## src/rtl/ew_source_sequencer_pkg.sv

```systemverilog
// Shared definitions for the event-window source sequencer:
// spill-tag width, default window timeout and the FSM state encoding.
package ew_source_sequencer_pkg;

    localparam int SPILL_TAG_BITS = 8;
    localparam int DEFAULT_TIMEOUT_CYCLES = 1000000;

    typedef enum logic [1:0] {
        ST_IDLE   = 2'd0,
        ST_LAUNCH = 2'd1,
        ST_BUSY   = 2'd2
    } ew_state_e;

endpackage

```

## src/rtl/ew_source_sequencer_sat_counter.sv

```systemverilog
// Saturating up-counter: holds at all-ones, clr has priority over inc.
// Ports: clk, rst (sync, active-high), inc, clr, count[WIDTH-1:0].
module sat_counter #(
    parameter int WIDTH = 16
) (
    input  logic             clk,
    input  logic             rst,
    input  logic             inc,
    input  logic             clr,
    output logic [WIDTH-1:0] count
);

    always_ff @(posedge clk) begin
        if (rst) begin
            count <= '0;
        end else if (clr) begin
            count <= '0;
        end else if (inc && (count != '1)) begin
            count <= count + WIDTH'(1);
        end
    end

endmodule

```

## src/rtl/ew_source_sequencer.sv

```systemverilog
// EW source-mux sequencer: latches pattern_en between windows, delays the
// start pulse by one cycle, tracks each window to done/timeout and keeps
// status counters. Optional spill-tag continuity check: EW_TAG_CHECK_EN.
// Ports: serdesclk, serdes_rst (sync, active-high); pattern_en_req,
// axi_start_in, ew_done, ew_ovfl, ew_tag, cnt_clr in; pattern_en,
// axi_start_on_serdesclk, busy, window_cnt, ovfl_cnt, drop_cnt,
// timeout_cnt and (with EW_TAG_CHECK_EN) tag_err_cnt out.
module ew_source_sequencer
    import ew_source_sequencer_pkg::*;
#(
    parameter int TIMEOUT_BITS = 20,
    parameter logic [TIMEOUT_BITS-1:0] TIMEOUT_CYCLES =
        TIMEOUT_BITS'(DEFAULT_TIMEOUT_CYCLES)
) (
    input  logic                      serdesclk,
    input  logic                      serdes_rst,
    input  logic                      pattern_en_req,
    input  logic                      axi_start_in,
    input  logic                      ew_done,
    input  logic                      ew_ovfl,
    input  logic [SPILL_TAG_BITS-1:0] ew_tag,
    input  logic                      cnt_clr,
    output logic                      pattern_en,
    output logic                      axi_start_on_serdesclk,
    output logic                      busy,
    output logic [31:0]               window_cnt,
    output logic [15:0]               ovfl_cnt,
    output logic [15:0]               drop_cnt,
    output logic [15:0]               timeout_cnt
`ifdef EW_TAG_CHECK_EN
    ,
    output logic [7:0]                tag_err_cnt
`endif
);

    ew_state_e                 state;
    ew_state_e                 state_next;
    logic                      done_prev;
    logic                      done_pend;
    logic                      done_rise;
    logic                      done_evt;
    logic [TIMEOUT_BITS-1:0]   tcnt;
    logic                      tmo_hit;
    logic                      load_pat;
    logic                      finish;
    logic                      expire;
    logic                      drop;

    assign done_rise = ew_done && !done_prev;
    // A rise seen during LAUNCH is held one cycle and consumed in BUSY.
    assign done_evt  = done_rise || done_pend;
    assign tmo_hit   = (tcnt == TIMEOUT_CYCLES - TIMEOUT_BITS'(1));
    assign drop      = axi_start_in && (state != ST_IDLE);

    assign axi_start_on_serdesclk = (state == ST_LAUNCH);
    assign busy                   = (state != ST_IDLE);

    always_comb begin
        state_next = state;
        load_pat   = 1'b0;
        finish     = 1'b0;
        expire     = 1'b0;
        unique case (state)
            ST_IDLE: begin
                // A start freezes the select at its current value.
                load_pat = !axi_start_in;
                if (axi_start_in) begin
                    state_next = ST_LAUNCH;
                end
            end
            ST_LAUNCH: begin
                state_next = ST_BUSY;
            end
            ST_BUSY: begin
                if (done_evt) begin
                    finish     = 1'b1;
                    load_pat   = 1'b1;
                    state_next = ST_IDLE;
                end else if (tmo_hit) begin
                    expire     = 1'b1;
                    load_pat   = 1'b1;
                    state_next = ST_IDLE;
                end
            end
            default: begin
                state_next = ST_IDLE;
            end
        endcase
    end

    always_ff @(posedge serdesclk) begin
        if (serdes_rst) begin
            state      <= ST_IDLE;
            pattern_en <= 1'b0;
            done_prev  <= 1'b0;
            done_pend  <= 1'b0;
            tcnt       <= '0;
            window_cnt <= '0;
        end else begin
            state     <= state_next;
            done_prev <= ew_done;
            done_pend <= (state == ST_LAUNCH) && done_rise;
            if (load_pat) begin
                // Loading on BUSY exit makes a deferred request visible
                // in the first IDLE cycle.
                pattern_en <= pattern_en_req;
            end
            if (state == ST_LAUNCH) begin
                tcnt <= '0;
            end else if (state == ST_BUSY) begin
                tcnt <= tcnt + TIMEOUT_BITS'(1);
            end
            if (cnt_clr) begin
                window_cnt <= '0;
            end else if (finish) begin
                window_cnt <= window_cnt + 32'd1;
            end
        end
    end

    sat_counter #(.WIDTH(16)) u_ovfl_cnt (
        .clk   (serdesclk),
        .rst   (serdes_rst),
        .inc   (finish && ew_ovfl),
        .clr   (cnt_clr),
        .count (ovfl_cnt)
    );

    sat_counter #(.WIDTH(16)) u_drop_cnt (
        .clk   (serdesclk),
        .rst   (serdes_rst),
        .inc   (drop),
        .clr   (cnt_clr),
        .count (drop_cnt)
    );

    sat_counter #(.WIDTH(16)) u_timeout_cnt (
        .clk   (serdesclk),
        .rst   (serdes_rst),
        .inc   (expire),
        .clr   (cnt_clr),
        .count (timeout_cnt)
    );

`ifdef EW_TAG_CHECK_EN
    logic [SPILL_TAG_BITS-1:0] seed;
    logic                      seed_valid;
    logic [SPILL_TAG_BITS-1:0] tag_exp;
    logic                      tag_err;

    // Wraps naturally, so all-ones followed by zero is continuous.
    assign tag_exp = seed + SPILL_TAG_BITS'(1);
    assign tag_err = finish && seed_valid && (ew_tag != tag_exp);

    always_ff @(posedge serdesclk) begin
        if (serdes_rst) begin
            seed       <= '0;
            seed_valid <= 1'b0;
        end else if (cnt_clr) begin
            seed_valid <= 1'b0;
        end else if (finish) begin
            // Matching or not, the next check is relative to this tag.
            seed       <= ew_tag;
            seed_valid <= 1'b1;
        end
    end

    sat_counter #(.WIDTH(8)) u_tag_err_cnt (
        .clk   (serdesclk),
        .rst   (serdes_rst),
        .inc   (tag_err),
        .clr   (cnt_clr),
        .count (tag_err_cnt)
    );
`else
    logic unused_tag;
    assign unused_tag = ^ew_tag;
`endif

endmodule

```

## config.mk

```make
export PLATFORM = sky130hd
export DESIGN_NAME = ew_source_sequencer
export DESIGN_NICKNAME = d
export VERILOG_FILES = /design/src/rtl/ew_source_sequencer_pkg.sv /design/src/rtl/ew_source_sequencer_sat_counter.sv /design/src/rtl/ew_source_sequencer.sv
export SDC_FILE = /design/constraint.sdc
export NUM_CORES = 1
export LEC_CHECK = 0
export BUFFER_PORTS_ARGS = -buffer_cell sky130_fd_sc_hd__buf_2
export CAP_MARGIN = 15
export CELL_PAD_IN_SITES_DETAIL_PLACEMENT = 2
export CELL_PAD_IN_SITES_GLOBAL_PLACEMENT = 2
export CORE_UTILIZATION = 35
export CTS_CLUSTER_SIZE = 25
export DETAILED_ROUTE_END_ITERATION = 7
export PLACE_DENSITY_LB_ADDON = 0.1
export RECOVER_POWER = 100
export SLEW_MARGIN = 15
export SYNTH_ARGS = -nofsm -noshare
export SYNTH_HDL_FRONTEND = slang
export SYNTH_SLANG_ARGS = --single-unit
```

## constraint.sdc

```tcl
create_clock -name serdesclk -period 4.8 [get_ports serdesclk]
set_clock_uncertainty 0.1 [all_clocks]
set_input_delay 0.96 -clock serdesclk [delete_from_list [all_inputs] [get_ports serdesclk]]
set_output_delay 0.96 -clock serdesclk [all_outputs]
set_load 0.05 [all_outputs]
```

==> Word-level counts from Yosys, hierarchy flattened <==
Index checks and enable logic that the tools add are counted.
{ "word_totals": {"regBits": 105} }
{ "op_classes": {"n_eq_ne": 8, "mux": 11, "n_reduce_logical": 15, "n_addsub": 5} }
{ "op_table": {"columns": ["operator", "n"], "rows": [
  ["16-bit by 1-bit adder with 16-bit output (second input constant)", 3],
  ["16-bit inequality test (second input constant)", 3],
  ["32-bit by 1-bit adder with 32-bit output (second input constant)", 1],
  ["20-bit by 1-bit adder with 20-bit output (second input constant)", 1],
  ["20-bit == test (second input constant)", 1],
  ["1-bit logical AND", 7],
  ["1-bit 2-to-1 mux", 6],
  ["2-bit 2-to-1 mux", 3],
  ["2-bit case mux with 3 select lines", 1],
  ["2-bit OR reduction", 2],
  ["3-bit inequality test (second input constant)", 1],
  ["2-bit by 1-bit == test with 1-bit output (second input constant)", 1],
  ["2-bit == test (second input constant)", 1],
  ["1-bit logical NOT", 2],
  ["2-bit logical NOT", 1],
  ["2-bit inequality test (second input constant)", 1],
  ["1-bit case mux with 2 select lines", 1],
  ["2-bit AND reduction", 1],
  ["2-bit nonzero test", 1],
  ["1-bit logical OR", 1]
]} }

==> Depth between registers and ports, before layout <==
{ "depth": {"depth_word": 7, "ltp_mapped": 7, "ltp_nobuf": 6} }

==> Hierarchy <==
From an unflattened synthesis, not the netlist that was laid out.
{ "unflattened": {"cells_unflattened": 620, "hier_area_um2": 5388.9} }
{ "by_module_without_submodules": {"columns": ["mod", "area_per_inst_um2", "seq_area_each_um2", "n_inst", "cells_per_inst"], "rows": [
  ["sat_counter", 917.1, 320.3, 3, 102],
  ["ew_source_sequencer", 2637.5, 1141.1, 1, 314]
]} }

==> Least setup slack after synthesis <==
OpenSTA, ideal clock, no wires.
{ "synth_path": {"kind": "input to register", "start": "in ew_done", "end": "reg window_cnt[21]", "setup_time_ns": 0.070, "arrival_time_ns": 2.209, "required_time_ns": 4.630, "slack_ns": 2.421, "cell_stages": 7, "path_buffers": 2, "cell_sequence": "nor2b_1 -> buf_2 -> o2111a_4 -> nand4_2 -> buf_6 -> or3_1 -> a21oi_1"} }
{ "synth_between": {"elab_chain_len": 4} }
{ "synth_rtl": {"columns": ["item", "line_no", "source"], "rows": [
  ["from (decl)", "ew_source_sequencer.sv:19", "input logic ew_done,"],
  ["1-bit logical AND", "ew_source_sequencer.sv:49", "assign done_rise = ew_done && !done_prev;"],
  ["1-bit logical OR", "ew_source_sequencer.sv:51", "assign done_evt = done_rise || done_pend;"],
  ["1-bit 2-to-1 mux", "ew_source_sequencer.sv:75", "if (done_evt) begin"],
  ["1-bit 2-to-1 mux", "ew_source_sequencer.sv:63", "unique case (state)"],
  ["to (signal assigned)", "ew_source_sequencer.sv:116", "window_cnt <= window_cnt + 32'd1;"],
  ["to (decl)", "ew_source_sequencer.sv:26", "output logic [31:0] window_cnt,"]
]} }
No other way between the ends.
A chain may end at the register's enable or synchronous reset.

==> Worst setup path in the final report <==
{ "layout_path": {"start": "in serdes_rst", "end": "reg window_cnt[26]"} }
{ "layout_between": {"elab_chain_len": 1} }
{ "layout_rtl": {"columns": ["item", "line_no", "source"], "rows": [
  ["from (decl)", "ew_source_sequencer.sv:16", "input logic serdes_rst,"],
  ["2-bit OR reduction (no source line)", null, null]
]} }
No other way between the ends.

==> flow_metrics.env <==
export IMPL_nFillCells=1625
export IMPL_start_util=0.359
export IMPL_ctsHoldBuffers=0
export IMPL_cts_setup_buffers=0
export IMPL_crit_chain="clkbuf_1 > or2_0 > buf_4 > nor2_1"
export IMPL_grt_pass1_vias=4849
export IMPL_io_pin_count=98
export IMPL_grt_antenna_before_repair=1
export IMPL_drive_above_1_share=0.0495
export IMPL_die_h_um=121
export IMPL_leakage_nw=1.72
export IMPL_ys_warnings_count=0
export IMPL_synth_top_area_frac=0.422
export IMPL_required_ps=4920
export IMPL_fin_nets=682
export IMPL_synthArstFlopShare=0
export IMPL_fin_util=0.413
export IMPL_cts_inserted_buffers=9
export IMPL_ctsResizeCount=0
export IMPL_powerDensity_mw_per_mm2=301
export IMPL_yosys_area_top_type="dfxtp_1"
export IMPL_clk_pin_slew_ps=70
export IMPL_cp_max_fo=43
export IMPL_core_area_mm2=0.0139
export IMPL_period_share=0.724
export IMPL_hpwlAfterDp_um=10500
export IMPL_clock_sinks=105
export IMPL_synth_main_ff_cell="dfxtp_1"
export IMPL_ys_top_cells_by_area="dfxtp_1 (42%), xnor2_1 (6.5%), nor2_1 (5.6%), xor2_1 (4.2%), or3_1 (3.8%)"
export IMPL_synth_edf_count=0
export IMPL_syn2layout_area_growth_pct=15.2
export IMPL_first_iter_violations=180
export IMPL_cts_path_max_buffers=2
export IMPL_total_power_mw=1.73
export IMPL_syn_inst=580
export IMPL_fin_setup_tns_ps=0
export IMPL_syn_area_mm2=0.00498
export IMPL_slew_headroom=-0.366
export IMPL_root_buffer="clkbuf_16"
export IMPL_diodes=0
export IMPL_min_period_ps=3480
export IMPL_dr_total_vias=4570
export IMPL_io_buffer_count=89
export IMPL_synth_seq_cells=105
export IMPL_crit_path_top_delay_cell="or2_0"
export IMPL_crit_path_end_kind="flip-flop"
export IMPL_drcViolationCount=0
export IMPL_cts_max_level=3
export IMPL_hold_ws_ps=396
export IMPL_rows=43
export IMPL_routed_via_density=5.40
export IMPL_vdd_drop_max_mv=0.267
export IMPL_grt_max_degree=44
export IMPL_drv_cap=1
export IMPL_wl_um=14500
export IMPL_syn_nets=600
export IMPL_min_path_type="flip-flop to flip-flop"
export IMPL_die_area_mm2=0.0147
export IMPL_multi_input_area_mm2=0.00268
export IMPL_syn_area_per_cell_um2=8.59
export IMPL_status="finished, violations left"
export IMPL_worstMarginPinSlew_ps=2050
export IMPL_finalSetupViolCount=0
export IMPL_grt_first_pass_wirelength_um=23900
export IMPL_critPathKind="primary input to flip-flop"
export IMPL_cts_tree="built"
export IMPL_wl_per_cell_um=17.2
export IMPL_gr_total_overflow=0
export IMPL_clock_latency_ps=350
export IMPL_drv_slew=36
export IMPL_cp_arrival_ps=3600
export IMPL_startpoint_type="primary input"
export IMPL_final_hold_viol_count=0
export IMPL_dp_cells=831
export IMPL_detail_route_antenna_nets=0
export IMPL_ys_seq_area_frac=0.422
export IMPL_critPathMaxStageDelay_ps=1550
export IMPL_violations="capacitance limit, slew limit"
export IMPL_grt_total_usage=0.207
export IMPL_layout_cells_non_filler=846
export IMPL_clock_fmax_mhz=288
export IMPL_die_w_um=121
export IMPL_gp_congestion=0.751
export IMPL_synth_cell_types=50
export IMPL_dr_pass1_iters=4
export IMPL_regArea_mm2=0.00210
export IMPL_rsz0062_at_grt="no"
==> sequential cells by signal, summed over array words and instances (netlist names) <==
name,cells
done_prev,1
u_drop_cnt.count,16
u_timeout_cnt.count,16
pattern_en,1
tcnt,20
window_cnt,32
done_pend,1
u_ovfl_cnt.count,16
state,2
==> kinds of logic after synthesis <==
| family | count (synthesis) | synth area share |
|---|---|---|
| simple gates | 287 | 0.315 |
| flops | 105 | 0.422 |
| mux | 5 | 0.0103 |
| xor+xnor | 61 | 0.107 |
| buf+inv | 36 | 0.0319 |
| fa+ha+maj | 5 | 0.0126 |
| compound gates | 81 | 0.101 |
==> area by class of cell <==
cell class | instances | share of cell area
Multi-Input combinational cell | 439 | 0.468
Clock inverter | 3 | 0.0113
Sequential cell | 105 | 0.366
Inverter | 16 | 0.0105
Clock buffer | 12 | 0.0430
Tap cell | 180 | 0.0393
Timing Repair Buffer | 91 | 0.0617
==> final timing paths <==
kind,start,cells after the start,slack (ps),endpoint
setup / recovery,serdes_rst,4,1320,window_cnt[26]$_SDFFE_PP0N_
hold / removal,window_cnt[31]$_SDFFE_PP0N_,2,400,window_cnt[31]$_SDFFE_PP0N_
setup reg to reg,tcnt[0]$_SDFFE_PP0P_,6,1590,u_timeout_cnt.count[7]$_SDFFE_PP0P_
hold reg to reg,window_cnt[31]$_SDFFE_PP0N_,2,400,window_cnt[31]$_SDFFE_PP0N_
==> where the power goes <==
group          leakage [nW]  total, mW  internal (mW)  switching, mW
clock network         0.153      0.793          0.469          0.325
registers             0.846      0.878          0.874        0.00423
logic                 0.719     0.0538         0.0120         0.0418
total                  1.72       1.73           1.35          0.371
==> layer usage <==
| layer | GRT usage | share of wire | vias up |
|---|---|---|---|
| met5 | 0 | 0.00096 | - |
| met1 | 0.229 | 0.43 | 2244 |
| li1 | - | - | 2241 |
| met2 | 0.375 | 0.51 | 63 |
| met4 | 0.0656 | 0.018 | 2 |
| met3 | 0.0620 | 0.042 | 20 |
==> placed cells by master (no fill, tap or decap), drive strengths merged, types with 11 or more instances in the layout <==
| cell type | instances |
|---|---|
| a21oi | 33 |
| inv | 16 |
| xnor2 | 37 |
| or3 | 30 |
| dfxtp | 105 |
| xor2 | 24 |
| and4 | 11 |
| nand4 | 23 |
| nor2 | 74 |
| o21ai | 29 |
| nand2 | 36 |
| clkbuf | 97 |
| nor4 | 16 |
| nor3 | 25 |
| nand3 | 34 |
==> cell usage after synthesis, types with 5 or more instances <==
library cell	number
nand2_1	36
nand3_1	34
a21oi_1	33
nor4b_1	5
nor3_1	25
or2_2	5
inv_1	16
or3_1	30
nand4_1	19
o21ai_0	28
xor2_1	24
nor2_1	74
nor4_1	13
and3_1	8
dfxtp_1	105
ha_1	5
o2111ai_1	6
and4_1	10
clkbuf_1	11
xnor2_1	37
==> worst max-delay path: cells and delay by family <==
kind          cells  cell delay, ps
buf+inv           2             950
simple gates      2            1670
==> per-stage QoR <==
| step | cell area [µm²] | worst slack (ps) |
|---|---|---|
| finish | 5740 | 1320 |
| floorplan | 4980 | 2420 |
| global placement | 5570 | 1730 |
| CTS | 5880 | 2000 |
| detailed placement | 5570 | 1630 |
| global route | 5740 | 977 |
(Power assumes the default switching activity.)
